===== src/rtl/mem_ctrl.sv =====
// rtl/mem_ctrl.sv - byte-serial RAM port controller arbitrating fetch and load/store
module mem_ctrl #(
  parameter int ADDR_W = 32,
  parameter int DATA_W = 32
) (
  input  logic              clock,
  input  logic              reset,
  input  logic              if_req,
  input  logic [ADDR_W-1:0] if_addr,
  output logic [DATA_W-1:0] if_data,
  output logic              if_done,
  input  logic              ls_req,
  input  logic              ls_write,
  input  logic [2:0]        ls_length,
  input  logic [ADDR_W-1:0] ls_addr,
  input  logic [DATA_W-1:0] ls_wdata,
  output logic [DATA_W-1:0] ls_rdata,
  output logic              ls_done,
  input  logic              ram_busy,
  input  logic [7:0]        ram_din,
  output logic              ram_write,
  output logic [ADDR_W-1:0] ram_addr,
  output logic [7:0]        ram_dout
);

  localparam logic [1:0] S_IDLE  = 2'd0;
  localparam logic [1:0] S_READ  = 2'd1;
  localparam logic [1:0] S_WRITE = 2'd2;

  logic [1:0]        state_q, state_d;
  logic              owner_ls_q, owner_ls_d;   // 1 = load/store owns the access, 0 = fetch
  logic [2:0]        n_q, n_d;                 // total bytes of the access
  logic [2:0]        ic_q, ic_d;               // bytes issued to the RAM
  logic [2:0]        cc_q, cc_d;               // read bytes captured
  logic              pending_q, pending_d;     // a read byte was issued last cycle
  logic [ADDR_W-1:0] base_q, base_d;
  logic [DATA_W-1:0] wdata_q, wdata_d;
  logic [DATA_W-1:0] buf_q, buf_d;             // read bytes assembled so far
  logic [DATA_W-1:0] if_data_q, if_data_d;
  logic [DATA_W-1:0] ls_rdata_q, ls_rdata_d;
  logic              if_done_q, if_done_d;
  logic              ls_done_q, ls_done_d;
  logic [2:0]        rd_off;
  logic              issue;

  // Lengths above a full word are clamped; 0 and 3 pass through unchanged.
  function automatic logic [2:0] clamp_len(input logic [2:0] len);
    clamp_len = (len > 3'd4) ? 3'd4 : len;
  endfunction

  assign if_data  = if_data_q;
  assign ls_rdata = ls_rdata_q;
  assign if_done  = if_done_q;
  assign ls_done  = ls_done_q;

  // Next-state, arbitration and RAM port drive.
  always_comb begin
    state_d    = state_q;
    owner_ls_d = owner_ls_q;
    n_d        = n_q;
    ic_d       = ic_q;
    cc_d       = cc_q;
    pending_d  = pending_q;
    base_d     = base_q;
    wdata_d    = wdata_q;
    buf_d      = buf_q;
    if_data_d  = if_data_q;
    ls_rdata_d = ls_rdata_q;
    if_done_d  = 1'b0;
    ls_done_d  = 1'b0;
    ram_write  = 1'b0;
    ram_addr   = '0;
    ram_dout   = '0;
    issue      = 1'b0;
    rd_off     = '0;

    case (state_q)
      S_IDLE: begin
        // The cycle a done pulse is high is a turnaround: the requester is still dropping req.
        if (!(if_done_q || ls_done_q)) begin
          if (ls_req) begin
            owner_ls_d = 1'b1;
            base_d     = ls_addr;
            wdata_d    = ls_wdata;
            n_d        = clamp_len(ls_length);
            ic_d       = '0;
            cc_d       = '0;
            pending_d  = 1'b0;
            buf_d      = '0;
            if (clamp_len(ls_length) == 3'd0) begin
              ls_done_d = 1'b1;
              if (!ls_write) ls_rdata_d = '0;
            end else begin
              state_d = ls_write ? S_WRITE : S_READ;
            end
          end else if (if_req) begin
            owner_ls_d = 1'b0;
            base_d     = if_addr;
            n_d        = 3'd4;
            ic_d       = '0;
            cc_d       = '0;
            pending_d  = 1'b0;
            buf_d      = '0;
            state_d    = S_READ;
          end
        end
      end

      S_READ: begin
        // Once every byte is issued, hold the last address rather than exposing base+n.
        rd_off    = (ic_q < n_q) ? ic_q : (n_q - 3'd1);
        ram_addr  = base_q + ADDR_W'(rd_off);
        issue     = (ic_q < n_q) && !ram_busy;
        pending_d = issue;
        if (issue) ic_d = ic_q + 3'd1;
        if (pending_q) begin
          buf_d = buf_q | (DATA_W'(ram_din) << {cc_q, 3'b000});
          cc_d  = cc_q + 3'd1;
          if ((cc_q + 3'd1) == n_q) begin
            state_d   = S_IDLE;
            pending_d = 1'b0;
            if (owner_ls_q) begin
              ls_rdata_d = buf_d;
              ls_done_d  = 1'b1;
            end else begin
              if_data_d = buf_d;
              if_done_d = 1'b1;
            end
          end
        end
      end

      S_WRITE: begin
        ram_addr  = base_q + ADDR_W'(ic_q);
        ram_dout  = 8'(wdata_q >> {ic_q, 3'b000});
        ram_write = !ram_busy;
        if (!ram_busy) begin
          ic_d = ic_q + 3'd1;
          if ((ic_q + 3'd1) == n_q) begin
            state_d   = S_IDLE;
            ls_done_d = 1'b1;
          end
        end
      end

      default: state_d = S_IDLE;
    endcase
  end

  // State registers; reset aborts any access in flight and clears returned data.
  always_ff @(posedge clock) begin
    if (reset) begin
      state_q    <= S_IDLE;
      owner_ls_q <= 1'b0;
      n_q        <= '0;
      ic_q       <= '0;
      cc_q       <= '0;
      pending_q  <= 1'b0;
      base_q     <= '0;
      wdata_q    <= '0;
      buf_q      <= '0;
      if_data_q  <= '0;
      ls_rdata_q <= '0;
      if_done_q  <= 1'b0;
      ls_done_q  <= 1'b0;
    end else begin
      state_q    <= state_d;
      owner_ls_q <= owner_ls_d;
      n_q        <= n_d;
      ic_q       <= ic_d;
      cc_q       <= cc_d;
      pending_q  <= pending_d;
      base_q     <= base_d;
      wdata_q    <= wdata_d;
      buf_q      <= buf_d;
      if_data_q  <= if_data_d;
      ls_rdata_q <= ls_rdata_d;
      if_done_q  <= if_done_d;
      ls_done_q  <= ls_done_d;
    end
  end

endmodule

===== config.mk =====
export PLATFORM = sky130hd
export DESIGN_NAME = mem_ctrl
export DESIGN_NICKNAME = d
export VERILOG_FILES = /design/src/rtl/mem_ctrl.sv
export SDC_FILE = /design/constraint.sdc
export NUM_CORES = 1
export LEC_CHECK = 0
export CAP_MARGIN = 20
export CORE_MARGIN = 5
export CORE_UTILIZATION = 53
export CTS_CLUSTER_SIZE = 20
export DETAILED_ROUTE_END_ITERATION = 12
export PLACE_DENSITY = 0.93
export SETUP_SLACK_MARGIN = 0.4
export SKIP_CTS_REPAIR_TIMING = 1
export SLEW_MARGIN = 25
export SYNTH_ARGS = -nofsm -noshare
export SYNTH_HDL_FRONTEND = slang
export SYNTH_SLANG_ARGS = --single-unit
export TNS_END_PERCENT = 30

===== constraint.sdc =====
create_clock -name clock -period 8.3 [get_ports clock]
set_input_delay 1.66 -clock clock [delete_from_list [all_inputs] [get_ports clock]]
set_output_delay 1.66 -clock clock [all_outputs]
set_load 0.01 [all_outputs]

# After elaboration in Yosys (flattened, before gate mapping)
# Index checks and enable logic that the tools add are counted.
# op_classes
bitwise_logic	6
shift	2
eq_ne	16
n_reduce_logical	17
magnitude_cmp	2
muxes	57
n_addsub	5
# op_table
operator	count
two-way mux 32 bit	13
case mux 32 bit (2 select lines)	3
adder 32 x 3 -> 32 bit	2
OR 32 bit	1
left shift 8 x 6 -> 32 bit	1
right shift 32 x 6 -> 8 bit	1
two-way mux 3 bit	10
inequality test 2 bit, second input constant	10
two-way mux 2 bit	9
two-way mux 1 bit	16
case mux 3 bit (3 select lines)	1
AND reduction 3 bit	3
two-way mux 8 bit	1
AND reduction 4 bit	2
AND reduction 8 bit	1
AND reduction 7 bit	1
adder 3 x 1 -> 3 bit, second input constant	2
== test 3 bit	2
inequality test 3 bit, second input constant	2
case mux 2 bit (3 select lines)	1
case mux 3 bit (2 select lines)	1
inverter 1 bit	5
AND reduction 5 bit	1
nonzero test 2 bit	2
14 further kinds	14
# totals
reg_bits	175
output_inout_bits	107
wordCells	118
input_bits	113

# Logic depth before layout (Yosys ltp)
# Gate-level depths: netlist (run 1).
# depth
depth_word	7
ltp_mapped	14

# Least setup slack after synthesis (run 1)
# Ideal clock, no wire load.
# synth_timing
path_type	register -> output
startpoint	register ic_q[0]
endpoint	output port ram_addr[28]
required_time_ns	6.640
arrival_ns	3.511
n_path_buf	1
path_slack_ns	3.129
path_stages_with_launch	15
cell_sequence	dfxtp_1 clkbuf_1 inv_1 ha_1 nor2b_1 o21ai_0 a21oi_1 mux2i_1 ha_1 fa_1 a21o_1 nor3b_2 nand3_1 or3_1 a21oi_1
# synth_between
elab_chain_cells	4
word_cells_on_any_way	5
# synth_lines
item	line_no	rtl
from (decl)	33	logic [2:0] ic_q, ic_d;
from (signal assigned)	170	ic_q <= ic_d;
< comparator 3 bit	111	rd_off = (ic_q < n_q) ? ic_q : (n_q - 3'd1);
two-way mux 3 bit	111	
adder 32 x 3 -> 32 bit	112	ram_addr = base_q + ADDR_W'(rd_off);
case mux 32 bit (2 select lines) (*)	77	case (state_q)
to (decl)	22	output logic [ADDR_W-1:0] ram_addr,
# Every way passes the cells marked *; elsewhere a longest branch is shown, timed or not.

# Worst setup path in the final report (run 1)
# Same ends and word-level chain as after synthesis.

==> impl_metrics.csv, run 1 <==
group,metric,value,unit
run_status,status,"finished, final reports clean",
yosys,synth_cell_types,51,
yosys,syn_area_per_cell,8.665,sq um
sta,fin_ws,1801,ps
placement,gp_congestion,0.9078,
floorplan,num_rows,45,
global_route,antenna_found_initial,0,
yosys,synth_compound_area_share,20.23,%
yosys,yosys.area_share.simple,20.62,%
pwr,p_clk_share,32.6,%
sta,tns,0,ps
global_route,grt_pass1_vias,7502,
pwr,p_seq_share,42.8,%
sta,finalCritPeriodShare,78.30,%
global_route,grt_max_degree,76,
yosys,syn_inst,947,
worst_setup_path,cp_data_arrival_time,4840,ps
cells_and_area,area_delta_synth_final,33.41,%
yosys,synth_top_area_cell,"dfxtp_1",
yosys,synth_top_area_share,42.70,%
placement,port_buffers,219,
placement,pre_cts_slack,2264,ps
global_route,grt_pass1_wl,36870,um
pwr,p_total,2259,uW
sta,slew_violations,0,
yosys,synth_edf_count,0,
pwr,worst_ir_drop_vdd,0.1563,mV
clock_tree,cts_buffers,17,
cells_and_area,final_common_cell,"clkdlybuf4s50_1",
yosys,muxShareOfSynthArea,6.603,%
min_path,hp-class,"reg -> reg",
cells_and_area,final_util,72.01,%
route,wl,23220,um
yosys,synth_ff_type,"dfxtp_1",
floorplan,io_pins,220,
cells_and_area,fin_nets,1246,
yosys,yosys_warnings,0,
pwr,p_sw,737.2,uW
yosys,synth_seq_cells,175,
clock_tree,insertion_delay,420,ps
pwr,p_per_area,206.4,nW/um^2
route,drtPass1Iterations,5,
placement,dp_hpwl,16520,um
pwr,p_leak,0.003779,uW
cells_and_area,antenna_cells,0,
worst_setup_path,required,6640,ps
sta,setup_violations,0,
pwr,p_int,1522,uW
worst_setup_path,cp_max_fo,11,
route,drc,0,
route,vias_per_cell,5.845,
yosys,ys_top_cells_by_area,"dfxtp_1 (43%), a21oi_1 (7.4%), a211oi_1 (5.9%), nand2_1 (4.8%), nor2_1 (4.7%)",
yosys,seq_area_frac_synth,42.70,%
worst_setup_path,worstSetupStartpointType,"register",
worst_setup_path,critPathKind,"reg -> out",
sta,rsz0062_at_grt,"false",
pwr,sw_frac_of_total,32.63,%
floorplan,die_area,18070,sq um
clock_tree,cts_root_buffer,"clkbuf_16",
sta,timing.hold.ws,450.0,ps
clock_tree,ctsHtreeMaxLevel,4,
floorplan,core,15200,sq um
floorplan,fp.dieW,134.4,um
global_route,grt_usage,25.08,%
global_route,gr-total-overflow,0,
pwr,power_frac_comb,24.7,%
floorplan,fp.dieH,134.4,um
sta,hold_viol,0,
sta,tightest_slew,1067,ps
yosys,synth_top_family_by_area,"simple AND/OR/NAND/NOR gates",
route,avgRoutedWirePerCell,17.59,um
yosys,synth_xor_area_share,3.233,%
clock_tree,clk_pin_slew,70,ps
clock_tree,clockBufferDepth,2,
sta,max_clock_freq,153.9,MHz
yosys,synthesis.nets,1074,
sta,finalCriticalPeriod,6499,ps
sta,skew,10.17,ps
run,max_cap_viol_count,0,
sta,slew_headroom,28.71,%
cells_and_area,drive_above_1_share,8.039,%
cells_and_area,final_cell_mix,"clkdlybuf4s50_1 (217), dfxtp_1 (175), a21oi_1 (122)",
route,vias,7716,
yosys,async_flop_share,0,%
route,drt_iter0_drc,499,
yosys,syn_area,8205,sq um
clock_tree,numClockSinks,175,
clock_tree,cts_tree,"done",
worst_setup_path,setup.worst_path.end_class,"primary output",
floorplan,initial_core_util,53.98,%
route,drtAntennaViolNets,0,
yosys,synth_adder_area_share,2.226,%
power groups by stage:
stage	Sequential [uW]	Combinational, uW	Clock (uW)
after floorplan	956	366	0
after global placement	979	537	0
after detailed placement	983	556	0
after CTS	965	559	742
after global routing	975	616	782
final	966	557	736
worst max-delay path: stages, from the launching register on:
cell	delay (ps)
dfxtp_1	700
inv_1	170
ha_1	220
nor2b_1	110
o21ai_0	160
a21oi_1	400
mux2i_1	240
ha_1	200
fa_1	210
a21o_1	200
nor3b_2	560
nand3_1	170
or3_1	330
a21oi_1	150
clkdlybuf4s50_1	570
routing by layer:
layer  track usage, %  share of wire [%]  up-vias
met4            8.371                2.2        0
met3            7.202                6.9       39
met2            44.13                 51      272
li1                 -                  -     3738
met1            29.34                 40     3667
met5                0                  0        -
cell usage after synthesis, drive strengths merged, types with 13 or more instances:
master / n
nor2: 103
o31ai: 33
or3: 42
ha: 13
o21ai: 15
xor2: 18
nand3: 43
clkbuf: 61
nand2: 106
a211oi: 65
dfxtp: 175
mux2i: 35
a21oi: 122
nand4: 17
cell families after synthesis:
group,count (synthesis)
AOI/OAI and AO/OA,247
buffers and inverters,85
DFF,175
xor gates and xnor gates,27
and+or+nand+nor,355
muxes,44
adders and majority gates,14
worst paths after layout:
check                                 from            to  slack (ps)  cells past startpoint
worst min-delay path              buf_q[6]      buf_q[6]         450                      2
worst min register to register    buf_q[6]      buf_q[6]         450                      2
worst max register to register  state_q[1]       cc_q[2]        5540                      8
worst max-delay path               ic_q[0]  ram_addr[28]        1800                     14
cell type report:
cell class              instances  area, sq um
clock buffers                  19        432.9
clock inverters                13        105.1
fillers                      1119         4255
inverters                      12        45.04
multi-input cells             687         4388
flip-flops and latches        175         3503
well taps                     188        235.2
repair buffers                226         2237
state kept, by name (all words and copies together), names as in the netlist:
signal / flops
buf_q: 32
owner_ls_q: 1
ic_q: 3
base_q: 32
ls_done: 1
ls_rdata: 32
n_q: 3
pending_q: 1
if_done: 1
if_data: 32
state_q: 2
wdata_q: 32
cc_q: 3
per-stage QoR:
stage	cell area, sq um	std cells
floorplan	8205	947
global placement	10400	1288
detailed placement	10400	1288
CTS	10940	1320
global route	10950	1320
finish	10950	1320
Power figures use the tool's default switching activity.
==> run 2, diff against run 1 <==
CORE_UTILIZATION = 49   (was 53)
PLACE_DENSITY = 0.88   (was 0.93)
clock period = 6.4 ns   (was 8.3 ns; I/O delays follow)
==> run 2 against run 1 <==
Sequential share of layout area fell by 0.27 points. Flip-flop and latch count unchanged. Routed wire length decreased by 1.9%. Utilization is 5.2 points lower. Clock power rose by 37%. Combinational power is 32% higher. Critical endpoint is now ram_addr[31]. Highest routed layer unchanged.
==> impl_metrics.csv, run 2 (synthesis gave the netlist of run 1 again) <==
group,metric,value,unit
route,drt_iter0_drc,490,
sta,tns,0,ps
worst_setup_path,required,5120,ps
cells_and_area,final_cell_mix,"clkdlybuf4s50_1 (217), dfxtp_1 (174), a21oi_1 (122)",
route,wl,22790,um
pwr,p_leak,0.003824,uW
cells_and_area,area_delta_synth_final,34.58,%
placement,gp_congestion,0.8576,
worst_setup_path,cp_data_arrival_time,4340,ps
floorplan,initial_core_util,49.66,%
sta,finalCritPeriodShare,87.83,%
route,drtPass1Iterations,5,
cells_and_area,nFillCells,1304,
global_route,antenna_found_initial,0,
worst_setup_path,setup.worst_path.end_class,"primary output",
clock_tree,cts_buffers,17,
global_route,grt_pass1_wl,35960,um
min_path,worstHoldStart,"buf_q[5]",
placement,dp_cells,1322,
clock_tree,clockBufferDepth,2,
worst_setup_path,worstSetupStartpointType,"register",
pwr,p_int,2047,uW
pwr,p_total,2989,uW
run_status,status,"finished, final reports clean",
worst_setup_path,timing.rr.start,"cc_q[0]",
sta,slew_violations,0,
sta,skew,8.165,ps
cells_and_area,regArea,3505,sq um
worst_setup_path,cp_max_fo,12,
worst_setup_path,rrSetupSlack,3580,ps
worst_setup_path,rr_endpoint,"if_data[30]",
placement,placed_area,10450,sq um
placement,dp_hpwl,15890,um
cells_and_area,final_common_cell,"clkdlybuf4s50_1",
route,avgRoutedWirePerCell,16.86,um
pwr,p_sw,941.7,uW
floorplan,core,16520,sq um
global_route,grt_pass1_vias,7180,
min_path,min_delay_path_depth,2,
sta,setup_violations,0,
sta,finalCriticalPeriod,5621,ps
clock_tree,cts_root_buffer,"clkbuf_16",
min_path,min_to,"buf_q[5]",
pwr,p_clk_share,33.8,%
floorplan,die_area,19430,sq um
route,drc,0,
sta,slew_headroom,33.49,%
worst_setup_path,critPathKind,"reg -> out",
floorplan,io_pins,220,
route,vias_per_cell,5.550,
sta,tightest_slew,995.5,ps
clock_tree,ctsHtreeMaxLevel,4,
floorplan,fp.dieH,139.4,um
pwr,sw_frac_of_total,31.50,%
pwr,worst_ir_drop_vdd,0.1737,mV
pwr,p_seq_share,41.7,%
floorplan,fp.dieW,139.4,um
global_route,grt_max_degree,104,
sta,rsz0062_at_grt,"false",
cells_and_area,antenna_cells,0,
cells_and_area,drive_above_1_share,8.304,%
min_path,hp-class,"reg -> reg",
floorplan,num_rows,47,
clock_tree,numClockSinks,175,
route,vias,7504,
pwr,p_per_area,270.7,nW/um^2
cells_and_area,final_util,66.83,%
clock_tree,cts_tree,"done",
run,max_cap_viol_count,0,
clock_tree,insertion_delay,420,ps
cells_and_area,multiInputGateArea,4393,sq um
worst_setup_path,worstRegToRegCells,7,
global_route,grt_usage,22.46,%
pwr,power_frac_comb,24.5,%
cells_and_area,fin_nets,1248,
cells_and_area,final_cells,1352,
cells_and_area,final_area,11040,sq um
sta,max_clock_freq,177.9,MHz
route,drtAntennaViolNets,0,
clock_tree,clk_pin_slew,60,ps
placement,port_buffers,219,
sta,hold_viol,0,
global_route,gr-total-overflow,0,
## run 2: changes by cell type in the layout (fill, tap and decap cells not counted), moves of 2 or more
cell	change
clkinvlp_4	-4
bufinv_16	+2
buf_4	+2
clkinv_4	+2
## run 2: how the worst max path moves through the flow
stage / slack, ps / to / start / cells past startpoint
floorplan: 1610 / ram_addr[28] / ic_q[0] / 14
global placement: 1250 / ram_addr[31] / ic_q[1] / 13
detailed placement: 1100 / ram_addr[31] / ic_q[1] / 13
CTS: 620 / ram_addr[31] / ic_q[1] / 13
global route: 480 / ram_addr[25] / n_q[1] / 14
finish: 780 / ram_addr[31] / ic_q[1] / 13
## run 2: layout make-up
class / count / area share (%)
clock inverter: 12 / 1.246
timing repair buffer: 228 / 20.45
inverter: 12 / 0.4079
multi-input combinational: 687 / 39.78
sequential: 175 / 31.74
tap: 220 / 2.493
clock buffer: 18 / 3.886
## run 2: critical path, cell delays in order (launching register included)
cell and delay [ps]:
dfxtp_2 500, ha_1 290, nor2b_1 120, o21ai_0 350, a21oi_1 240, nor2_1 130
a21oi_1 80, ha_1 320, a21o_1 130, a21o_1 260, nand4_1 320, or3_1 460
a21oi_1 150, clkdlybuf4s50_1 580
## run 2: stage by stage
| stage | hold WS [ps] | setup WS, ps |
|---|---|---|
| 2_1_floorplan | 431.6 | 1609 |
| 5_1_grt | 464.3 | 479.6 |
| 3_5_place_dp | 442.9 | 1100 |
| 3_3_place_gp | 436.9 | 1253 |
| 6_report | 450.0 | 778.6 |
| 4_1_cts | 451.6 | 622.3 |
## run 2: power groups by stage
stage,sequential (uW),combinational (uW),clock (uW)
2_1_floorplan,1240,474,0
3_3_place_gp,1260,708,0
3_5_place_dp,1270,726,0
4_1_cts,1240,731,1020
5_1_grt,1250,807,1070
6_report,1250,733,1010
## run 2: layer usage
layer  global-route usage, %  up-vias  wire [um]
met5                       0        -          0
met4                   8.136        0        499
met3                   6.072       38       1521
met2                   39.21      231      11380
met1                   26.48     3507       9389
li1                        -     3728          -
==> run 3, diff against run 2 <==
CTS_CLUSTER_DIAMETER = 50   (was not set)
SLEW_MARGIN = not set   (was 25)
==> run 3 against run 2 <==
Critical path depth rose by 1. Via count increased by 0.91%. Critical path type unchanged. Cell count rose by 0.37%. Worst setup slack got worse by 34 ps. First-iteration DRC count is 15% higher. Die area did not move.
==> impl_metrics.csv, run 3 (synthesis gave the netlist of run 1 again) <==
group,metric,value,unit
run_status,status,"finished, final reports clean",
floorplan,io_pins,220,
min_path,hp-class,"reg -> reg",
floorplan,initial_core_util,49.66,%
sta,tightest_slew,1111,ps
sta,slew_violations,0,
placement,port_buffers,219,
pwr,p_total,2979,uW
sta,timing.hold.ws,450.4,ps
route,drtAntennaViolNets,0,
clock_tree,insertion_delay,430,ps
sta,finalCriticalPeriod,5655,ps
floorplan,die_area,19430,sq um
worst_setup_path,worstPathCellList,"inv_1, ha_1, nor2b_1, o21ai_0, a21oi_1, mux2i_1, ha_1, fa_1, a21o_1, nor3b_2, nand3_1, or3_1, a21oi_1, clkdlybuf4s50_1",
global_route,antenna_found_initial,0,
global_route,grt_pass1_vias,7273,
clock_tree,cts_tree,"done",
placement,dp_hpwl,15980,um
floorplan,fp.dieW,139.4,um
worst_setup_path,critical_path_buf_inv_count,2,
cells_and_area,fin_nets,1251,
clock_tree,clk_pin_slew,60,ps
worst_setup_path,path_depth,14,
min_path,min_delay_path_depth,2,
clock_tree,cts_buffers,17,
run,max_cap_viol_count,0,
clock_tree,cts_root_buffer,"clkbuf_16",
sta,tns,0,ps
worst_setup_path,critPathKind,"reg -> out",
route,avgRoutedWirePerCell,16.75,um
global_route,grt_max_degree,104,
worst_setup_path,slowest_stage,"clkdlybuf4s50_1",
worst_setup_path,worstRegToRegCells,7,
global_route,grt_usage,22.64,%
cells_and_area,final_cell_mix,"clkdlybuf4s50_1 (217), dfxtp_1 (174), a21oi_1 (122)",
route,wl,22730,um
worst_setup_path,slowest_delay,600,ps
pwr,p_leak,0.003837,uW
worst_setup_path,worstSetupStartpointType,"register",
sta,hold_viol,0,
floorplan,core,16520,sq um
cells_and_area,final_common_cell,"clkdlybuf4s50_1",
route,drc,0,
sta,max_clock_freq,176.8,MHz
floorplan,fp.dieH,139.4,um
sta,skew,13.45,ps
worst_setup_path,worst_path_dominant_cell_family,"compound AO/OA/AOI/OAI gates",
worst_setup_path,setup.worst_path.end_class,"primary output",
worst_setup_path,required,5120,ps
worst_setup_path,cp_max_fo,5,
placement,gp_congestion,0.8576,
clock_tree,ctsHtreeMaxLevel,4,
sta,slew_headroom,25.93,%
worst_setup_path,cp_data_arrival_time,4380,ps
cells_and_area,area_delta_synth_final,34.97,%
clock_tree,numClockSinks,175,
pwr,p_per_area,269.0,nW/um^2
global_route,gr-total-overflow,0,
floorplan,num_rows,47,
sta,finalCritPeriodShare,88.36,%
sta,setup_violations,0,
global_route,grt_pass1_wl,36380,um
sta,rsz0062_at_grt,"false",
cells_and_area,nFillCells,1295,
route,vias_per_cell,5.580,
cells_and_area,drive_above_1_share,8.179,%
worst_setup_path,rrSetupSlack,3590,ps
clock_tree,clockBufferDepth,2,
route,drtPass1Iterations,5,
cells_and_area,antenna_cells,0,
route,drt_iter0_drc,565,
pwr,worst_ir_drop_vdd,0.2418,mV
route,vias,7572,
run 3: report_power, final:
group / internal (uW) / total, uW / switching [uW]
registers: 1170 / 1250 / 78.5
clock network: 551 / 987 / 436
logic: 320 / 747 / 427
total: 2040 / 2980 / 941
run 3: area by class of cell:
type                    count  area, sq um  share of cell area, %
multi-input cells         687         4377                  39.52
clock inverters            11        107.6                 0.9716
repair buffers            231         2315                  20.90
well taps                 220        275.3                  2.486
clock buffers              21        450.4                  4.067
flip-flops and latches    175         3505                  31.65
inverters                  12        45.04                 0.4067
run 3: worst min-delay path, delay by kind of cell, from the launching register on:
family | cells | cell delay [ps]
compound gates | 1 | 50
flops | 1 | 310
simple gates | 1 | 50
run 3: layer usage:
layer / share of wire [%] / GRT usage (%) / vias to the layer above
met5: 0 / 0 / -
met4: 1.9 / 6.952 / 0
met3: 7.0 / 6.895 / 38
met2: 50 / 39.49 / 232
met1: 41 / 26.77 / 3560
li1: - / - / 3742
run 3: stage by stage:
| stage | utilization, % | instance area (sq um) | instances | setup slack, ps |
|---|---|---|---|---|
| 2_1_floorplan | - | 8205 | 947 | 1609 |
| 3_3_place_gp | 63.25 | 10450 | 1322 | 1253 |
| 3_5_place_dp | 63.42 | 10480 | 1323 | 1126 |
| 4_1_cts | 66.80 | 11040 | 1355 | 569.2 |
| 5_1_grt | 67.02 | 11070 | 1357 | 437.5 |
| 6_report | 67.02 | 11070 | 1357 | 744.7 |
run 3: worst paths after layout:
| path | end | startpoint |
|---|---|---|
| max | ram_addr[28] | n_q[1] |
| min | buf_q[7] | buf_q[7] |
| max reg2reg | if_data[30] | cc_q[0] |
| min reg2reg | buf_q[7] | buf_q[7] |
